[src/rtl/cp0_regs.sv]
// Coprocessor-0 register file: MFC0/MTC0 access, exception commit,
// Count/Compare timer and interrupt-pending capture.
module cp0_regs #(
    parameter logic [31:0] PRID_VAL   = 32'h004c_0102,
    parameter logic [31:0] CONFIG_VAL = 32'h0000_8000
) (
    input  logic        clk,
    input  logic        rst,
    input  logic        we_i,
    input  logic [4:0]  waddr_i,
    input  logic [4:0]  raddr_i,
    input  logic [31:0] data_i,
    input  logic [5:0]  int_i,
    input  logic [31:0] excepttype_i,
    input  logic [31:0] current_inst_addr_i,
    input  logic        is_in_delayslot_i,
    input  logic [31:0] bad_addr_i,
    output logic [31:0] data_o,
    output logic [31:0] count_o,
    output logic [31:0] compare_o,
    output logic [31:0] status_o,
    output logic [31:0] cause_o,
    output logic [31:0] epc_o,
    output logic [31:0] badvaddr_o,
    output logic        timer_int_o
);

    localparam logic [4:0]  REG_BADVADDR = 5'd8;
    localparam logic [4:0]  REG_COUNT    = 5'd9;
    localparam logic [4:0]  REG_COMPARE  = 5'd11;
    localparam logic [4:0]  REG_STATUS   = 5'd12;
    localparam logic [4:0]  REG_CAUSE    = 5'd13;
    localparam logic [4:0]  REG_EPC      = 5'd14;
    localparam logic [4:0]  REG_PRID     = 5'd15;
    localparam logic [4:0]  REG_CONFIG   = 5'd16;

    localparam logic [31:0] STATUS_RST   = 32'h0040_0000;
    localparam logic [31:0] EXC_ERET     = 32'h0000_000e;

    logic [31:0] count_q, count_d;
    logic [31:0] compare_q, compare_d;
    logic [31:0] status_q, status_d;
    logic [31:0] cause_q, cause_d;
    logic [31:0] epc_q, epc_d;
    logic [31:0] badvaddr_q, badvaddr_d;
    logic        timer_int_q, timer_int_d;
    logic        toggle_q, toggle_d;

    logic        exc_valid;
    logic [4:0]  exc_code;
    logic        exc_bad_addr;

    // Decode the encoder's exception type into a Cause ExcCode
    always_comb begin
        exc_valid    = 1'b1;
        exc_code     = 5'd0;
        exc_bad_addr = 1'b0;
        case (excepttype_i)
            32'h0000_0001: exc_code = 5'h00;
            32'h0000_0004: begin exc_code = 5'h04; exc_bad_addr = 1'b1; end
            32'h0000_0005: begin exc_code = 5'h05; exc_bad_addr = 1'b1; end
            32'h0000_0008: exc_code = 5'h08;
            32'h0000_0009: exc_code = 5'h09;
            32'h0000_000a: exc_code = 5'h0a;
            32'h0000_000c: exc_code = 5'h0c;
            default:       exc_valid = 1'b0;
        endcase
    end

    // Next-state: timer, hardware IP capture, MTC0 writes, exception commit
    always_comb begin
        count_d     = toggle_q ? count_q + 32'd1 : count_q;
        toggle_d    = ~toggle_q;
        compare_d   = compare_q;
        status_d    = status_q;
        cause_d     = cause_q;
        epc_d       = epc_q;
        badvaddr_d  = badvaddr_q;
        timer_int_d = timer_int_q
                    | ((compare_q != 32'd0) && (count_q == compare_q));

        cause_d[15:10] = int_i;

        if (excepttype_i == 32'd0) begin
            if (we_i) begin
                case (waddr_i)
                    REG_COUNT: begin
                        count_d  = data_i;
                        toggle_d = 1'b0;
                    end
                    REG_COMPARE: begin
                        compare_d   = data_i;
                        timer_int_d = 1'b0;
                    end
                    REG_STATUS: status_d     = data_i;
                    REG_CAUSE:  cause_d[9:8] = data_i[9:8];
                    REG_EPC:    epc_d        = data_i;
                    default: ;
                endcase
            end
        end else if (exc_valid) begin
            // Nested exceptions keep the original return address and BD
            if (!status_q[1]) begin
                epc_d       = is_in_delayslot_i ? current_inst_addr_i - 32'd4
                                                : current_inst_addr_i;
                cause_d[31] = is_in_delayslot_i;
            end
            status_d[1]  = 1'b1;
            cause_d[6:2] = exc_code;
            if (exc_bad_addr) begin
                badvaddr_d = bad_addr_i;
            end
        end else if (excepttype_i == EXC_ERET) begin
            status_d[1] = 1'b0;
        end
    end

    // State registers
    always_ff @(posedge clk or posedge rst) begin
        if (rst) begin
            count_q     <= 32'd0;
            compare_q   <= 32'd0;
            status_q    <= STATUS_RST;
            cause_q     <= 32'd0;
            epc_q       <= 32'd0;
            badvaddr_q  <= 32'd0;
            timer_int_q <= 1'b0;
            toggle_q    <= 1'b0;
        end else begin
            count_q     <= count_d;
            compare_q   <= compare_d;
            status_q    <= status_d;
            cause_q     <= cause_d;
            epc_q       <= epc_d;
            badvaddr_q  <= badvaddr_d;
            timer_int_q <= timer_int_d;
            toggle_q    <= toggle_d;
        end
    end

    // MFC0 read mux; no bypass of same-cycle writes
    always_comb begin
        data_o = 32'd0;
        case (raddr_i)
            REG_BADVADDR: data_o = badvaddr_q;
            REG_COUNT:    data_o = count_q;
            REG_COMPARE:  data_o = compare_q;
            REG_STATUS:   data_o = status_q;
            REG_CAUSE:    data_o = cause_q;
            REG_EPC:      data_o = epc_q;
            REG_PRID:     data_o = PRID_VAL;
            REG_CONFIG:   data_o = CONFIG_VAL;
            default:      data_o = 32'd0;
        endcase
    end

    assign count_o     = count_q;
    assign compare_o   = compare_q;
    assign status_o    = status_q;
    assign cause_o     = cause_q;
    assign epc_o       = epc_q;
    assign badvaddr_o  = badvaddr_q;
    assign timer_int_o = timer_int_q;

endmodule

[config.mk]
export PLATFORM = sky130hd
export DESIGN_NAME = cp0_regs
export DESIGN_NICKNAME = d
export VERILOG_FILES = /design/src/rtl/cp0_regs.sv
export SDC_FILE = /design/constraint.sdc
export NUM_CORES = 1
export LEC_CHECK = 0
export CORE_AREA = 2 2 161 163
export CTS_CLUSTER_SIZE = 14
export DETAILED_ROUTE_END_ITERATION = 10
export DIE_AREA = 0 0 163 165
export MAX_ROUTING_LAYER = met4
export PLACE_DENSITY_LB_ADDON = 0.12
export SYNTH_ARGS = -nofsm -noshare
export SYNTH_HDL_FRONTEND = slang
export SYNTH_SLANG_ARGS = --single-unit
[constraint.sdc]
create_clock -name clk -period 7.5 [get_ports clk]
set_clock_uncertainty 0.15 [all_clocks]
set_input_delay 1.5 -clock clk [delete_from_list [all_inputs] [get_ports clk]]
set_output_delay 1.5 -clock clk [all_outputs]
set_load 0.02 [all_outputs]
# After elaboration in Yosys (flattened, before gate mapping)
# Index checks and enable logic that the tools add are counted.
# Widths: inputs -> output; s select.
dict set report word_totals {
  elab_cells 84
  output_inout_bits 225
  inputBits 148
  ff_bits 176
}
dict set report classes {
  mux 25
  bitwise_logic 4
  reduce_logical 15
  eq_ne 26
  add_sub_neg 2
}
# operator n
set op_table {}
lappend op_table {{$mux 32} 10}
lappend op_table {{$pmux 32 s8} 1}
lappend op_table {{$eq 32x4->1 const B} 5}
lappend op_table {{$eq 32x3->1 const B} 2}
lappend op_table {{$eq 5x4->1 const B} 12}
lappend op_table {{$add 32x1->32 const B} 1}
lappend op_table {{$eq 32x1->1 const B} 1}
lappend op_table {{$eq 32x32->1} 1}
lappend op_table {{$logic_not 32->1} 1}
lappend op_table {{$reduce_bool 32->1} 1}
lappend op_table {{$sub 32x3->32 const B} 1}
lappend op_table {{$pmux 4 s6} 1}
lappend op_table {{$reduce_and 3->1} 6}
lappend op_table {{$mux 1} 11}
lappend op_table {{$reduce_or 7->1} 1}
lappend op_table {{$ne 2x1->1 const B} 3}
lappend op_table {{$eq 5x5->1 const B} 1}
lappend op_table {{$mux 2} 2}
lappend op_table {{$reduce_and 4->1} 1}
lappend op_table {{$not 1->1} 3}
lappend op_table {{$reduce_bool 3->1} 1}
lappend op_table {{$ne 2x2->1 const B} 1}
lappend op_table {{$reduce_and 2->1} 1}
lappend op_table {{$reduce_bool 2->1} 1}
lappend op_table {{other kinds (3)} 3}

# Longest topological paths before layout
dict set report depth {
  word_depth 6
  mapped_depth 9
  ltp_nobuf 7
}

# Worst setup path after synthesis
# OpenSTA, ideal clock, no wires.
dict set report synth_path {
  kind {input-to-output}
  start {input raddr_i[2]}
  end {output data_o[10]}
  arrival_time_ns 2.966
  t_required_ns 5.850
  path_buffers 2
  setup_slack_ns 2.884
  path_stages 7
  cell_sequence {nand2_1 > or3_1 > clkbuf_1 > nor2_1 > clkbuf_1 > a222oi_1 > nand2_1}
}
dict set report synth_between {
  elab_chain_cells 2
  elab_cells_between_ends 9
  classes_between {eq/ne (8); mux (1)}
}
# item line_no
set synth_rtl {}
lappend synth_rtl {{start: declaration} 11} ;# input logic [4:0] raddr_i,
lappend synth_rtl {{$eq 5x5->1 or $eq 5x4->1 (tied branches)} 144} ;# case (raddr_i)
lappend synth_rtl {{$pmux 32 s8 *} 144}
lappend synth_rtl {{end: declaration} 18} ;# output logic [31:0] data_o,
# Every way passes the cells marked *; elsewhere a longest branch is shown, timed or not.

# Final worst setup path
dict set report layout_path {
  start {input raddr_i[1]}
  end {output data_o[17]}
}
# Same word-level chain as after synthesis.

==> results.txt <==
layout cells sized above 1 -> 13.8%
most frequent cells in the layout -> 353 x clkdlybuf4s50_1, 174 x dfrtp_1, 104 x mux2_2
Vias -> 9417
Top Metal Used -> met4
PD cells -> 143 mW/mm^2
worst hold-check path type -> flip-flop to flip-flop
number of fill cells -> 2244
first-pass GRT wire length -> 58.0 mm
Final min period -> 6500 ps
# resized after CTS -> 0
n_diodes -> 0
Worst setup EP type -> primary output
die width -> 163 um
Iter 0 DRT Violations -> 850
total of max-cap violations -> 0
aggregate global routing overflow -> 0
total negative slack -> 0 ps
slowest stage delay, CP -> 950 ps
routed length on met2 -> 18.2 mm
Core Region -> 0.0250 sq mm
sequential-to-total area share from yosys stat -> 44.0%
crit path kind -> input port to primary output
clock sink count -> 175
Seq cells post-synth -> 175
met3 WL -> 3.21 mm
Ys Warns -> 0
vias in the first global route -> 9119
area grow syn2layout -> 43.7%
# IOs -> 373
1st-pass router iterations -> 7
Antenna Nets Post-Route -> 0
synthesized area -> 0.00996 sq mm
CP required -> 5850 ps
DRT met1 WL -> 17.4 mm
Critical Path AT -> 4850 ps
Mapped Cells -> 958
CTS Root Cell -> clkbuf_16
GRT Total Usage -> 30.0%
crit-path most repeated cell -> clkdlybuf4s50_1
cell family with most CP delay -> buffers and inverters
Pleak -> 0.00587 uW
largest fanout on the critical path -> 17
CTS tree -> done
Synth Flop Type -> dfrtp_1
Fin. Hold Viols -> 0
GP Congestion -> 0.867
Final Setup Violations -> 0
Avg WL per Cell -> 24.4 um
largest net degree at the start of global routing -> 127
Avg Inst Size Synth -> 10.4 sq um
RSZ-0062 raised after global routing -> false
Port-buffer cells -> 353
post-cts hold buffer count -> 0
Slew @ Worst Pin -> 1190 ps
Netlist cell types -> 58
slew margin rel. -> 20.5%
Routed WL -> 39.6 mm
maximum clock insertion buffer count -> 2
Design Area, Final -> 0.0143 sq mm
H-tree Lvls -> 4
initial antenna violation count -> 1
row count -> 58
status -> finished, final reports clean
final net count -> 1428
worst path bufs/invs -> 4
EDFF count, synth -> 0
Async SR Flop Fraction -> 100%
postcts setup bufs -> 0
DR DRC count -> 0
crit share post-route -> 86.7%
Critical Path Slowest Stage Cell -> nor2_2
die height -> 165 um
fmax -> 0.154 GHz
crit-path cells -> clkdlybuf4s50_1, inv_1, or3_1, nor2_2, buf_4, nand2_1, nand3_1, clkdlybuf4s50_1
peak supply drop -> 0.000103 V
Placed Instance Area -> 0.0137 sq mm
Tot Pwr -> 2040 uW
Starting Density -> 39.8%
Worst Setup Start Kind -> input port
most common cell after layout, fill and taps aside -> clkdlybuf4s50_1
DR vias/cell -> 5.81
Slew Viols, Final -> 0
CTS buffer count -> 17
Die Area -> 0.0269 sq mm
Final HPWL DP -> 29.7 mm
Clock Latency Late Sink -> 430 ps
clk slew on worst S/H paths -> 70 ps
-- worst register-to-register path: cells and delay by family, from the launching register on --
kind	cells	cell delay (ps)
simple gates	3	1480
flops	1	590
xor+xnor	1	210
compound gates	1	70
-- area by class of cell --
type / count / area, sq um / share of cell area, %
timing repair buffer: 371 / 3670 / 25.6
tap: 330 / 413 / 2.89
clock inverter: 12 / 134 / 0.935
clock buffer: 19 / 453 / 3.16
sequential: 175 / 4380 / 30.6
multi-input combinational: 699 / 5200 / 36.4
inverter: 14 / 60.1 / 0.420
-- per-stage QoR --
step | utilization, % | hold WS [ps] | cells | setup WS (ps)
after floorplan | - | 451 | 976 | 1110
after global placement | 54.8 | 353 | 1589 | 1080
after detailed placement | 54.8 | 363 | 1589 | 1050
after CTS | 57.2 | 374 | 1620 | 1030
after global routing | 57.2 | 385 | 1620 | 891
final | 57.2 | 377 | 1620 | 1000
-- state kept, by name, indices dropped and copies added (netlist names) --
register / count
toggle_q: 1
epc_o: 32
compare_o: 32
badvaddr_o: 32
timer_int_o: 1
cause_o: 13
status_o: 32
count_o: 32
-- kinds of logic after synthesis --
logic type,synth area share [%]
flops,44.0
buf+inv,4.92
xor+xnor,6.77
mux,16.2
other cells,0.0376
fa+ha+maj,0.352
compound gates,11.0
simple gates,16.8
-- power breakdown --
group	leakage (uW)	internal (uW)	total (uW)	switching, uW
registers	0.00238	945	946	0.970
logic	0.00321	93.5	196	102
clock network	0.000274	509	901	392
-- Yosys cell counts (all sizes together), types with 2 or more instances --
master	instances	area [sq um]
or3	9	56.3
a31oi	14	87.6
dfrtp	174	4350
or2	2	12.5
o21ai	39	195
nand4	31	200
xnor2	51	447
a222oi	26	260
nand2	84	315
a21oi	14	70.1
o41ai	2	17.5
o21bai	2	15.0
mux2i	7	70.1
nor2b	7	43.8
or4b	3	30.0
o31ai	8	60.1
and4	5	43.8
or4	11	82.6
buf	35	239
a22oi	35	263
inv	14	52.6
ha	2	25.0
nor4	38	302
and3	7	43.8
a22o	2	17.5
mux2	137	1540
nand2b	5	31.3
nor2	26	97.6
xor2	26	228
nand4b	6	67.6
nor3	32	160
clkbuf	53	199
nand3	32	160
a31o	3	26.3
o211ai	5	37.5
-- layer usage --
layer  up-vias  GRT usage (%)
met2       498           45.6
met5         -              -
met1      4680           40.6
li1       4187              -
met3        52           6.48
met4         0           8.25
-- path summary, 6_finish.rpt --
path	from	to	slack [ps]	depth (start not counted)
min reg2reg	timer_int_o	timer_int_o	380	2
min in group asynchronous	rst	cause_o[13]	1500	2
min	timer_int_o	timer_int_o	380	2
max	raddr_i[1]	data_o[17]	1000	8
max reg2reg	count_o[2]	count_o[31]	4860	5
max in group asynchronous	rst	status_o[26]	4490	3
Power figures use the tool's default switching activity.
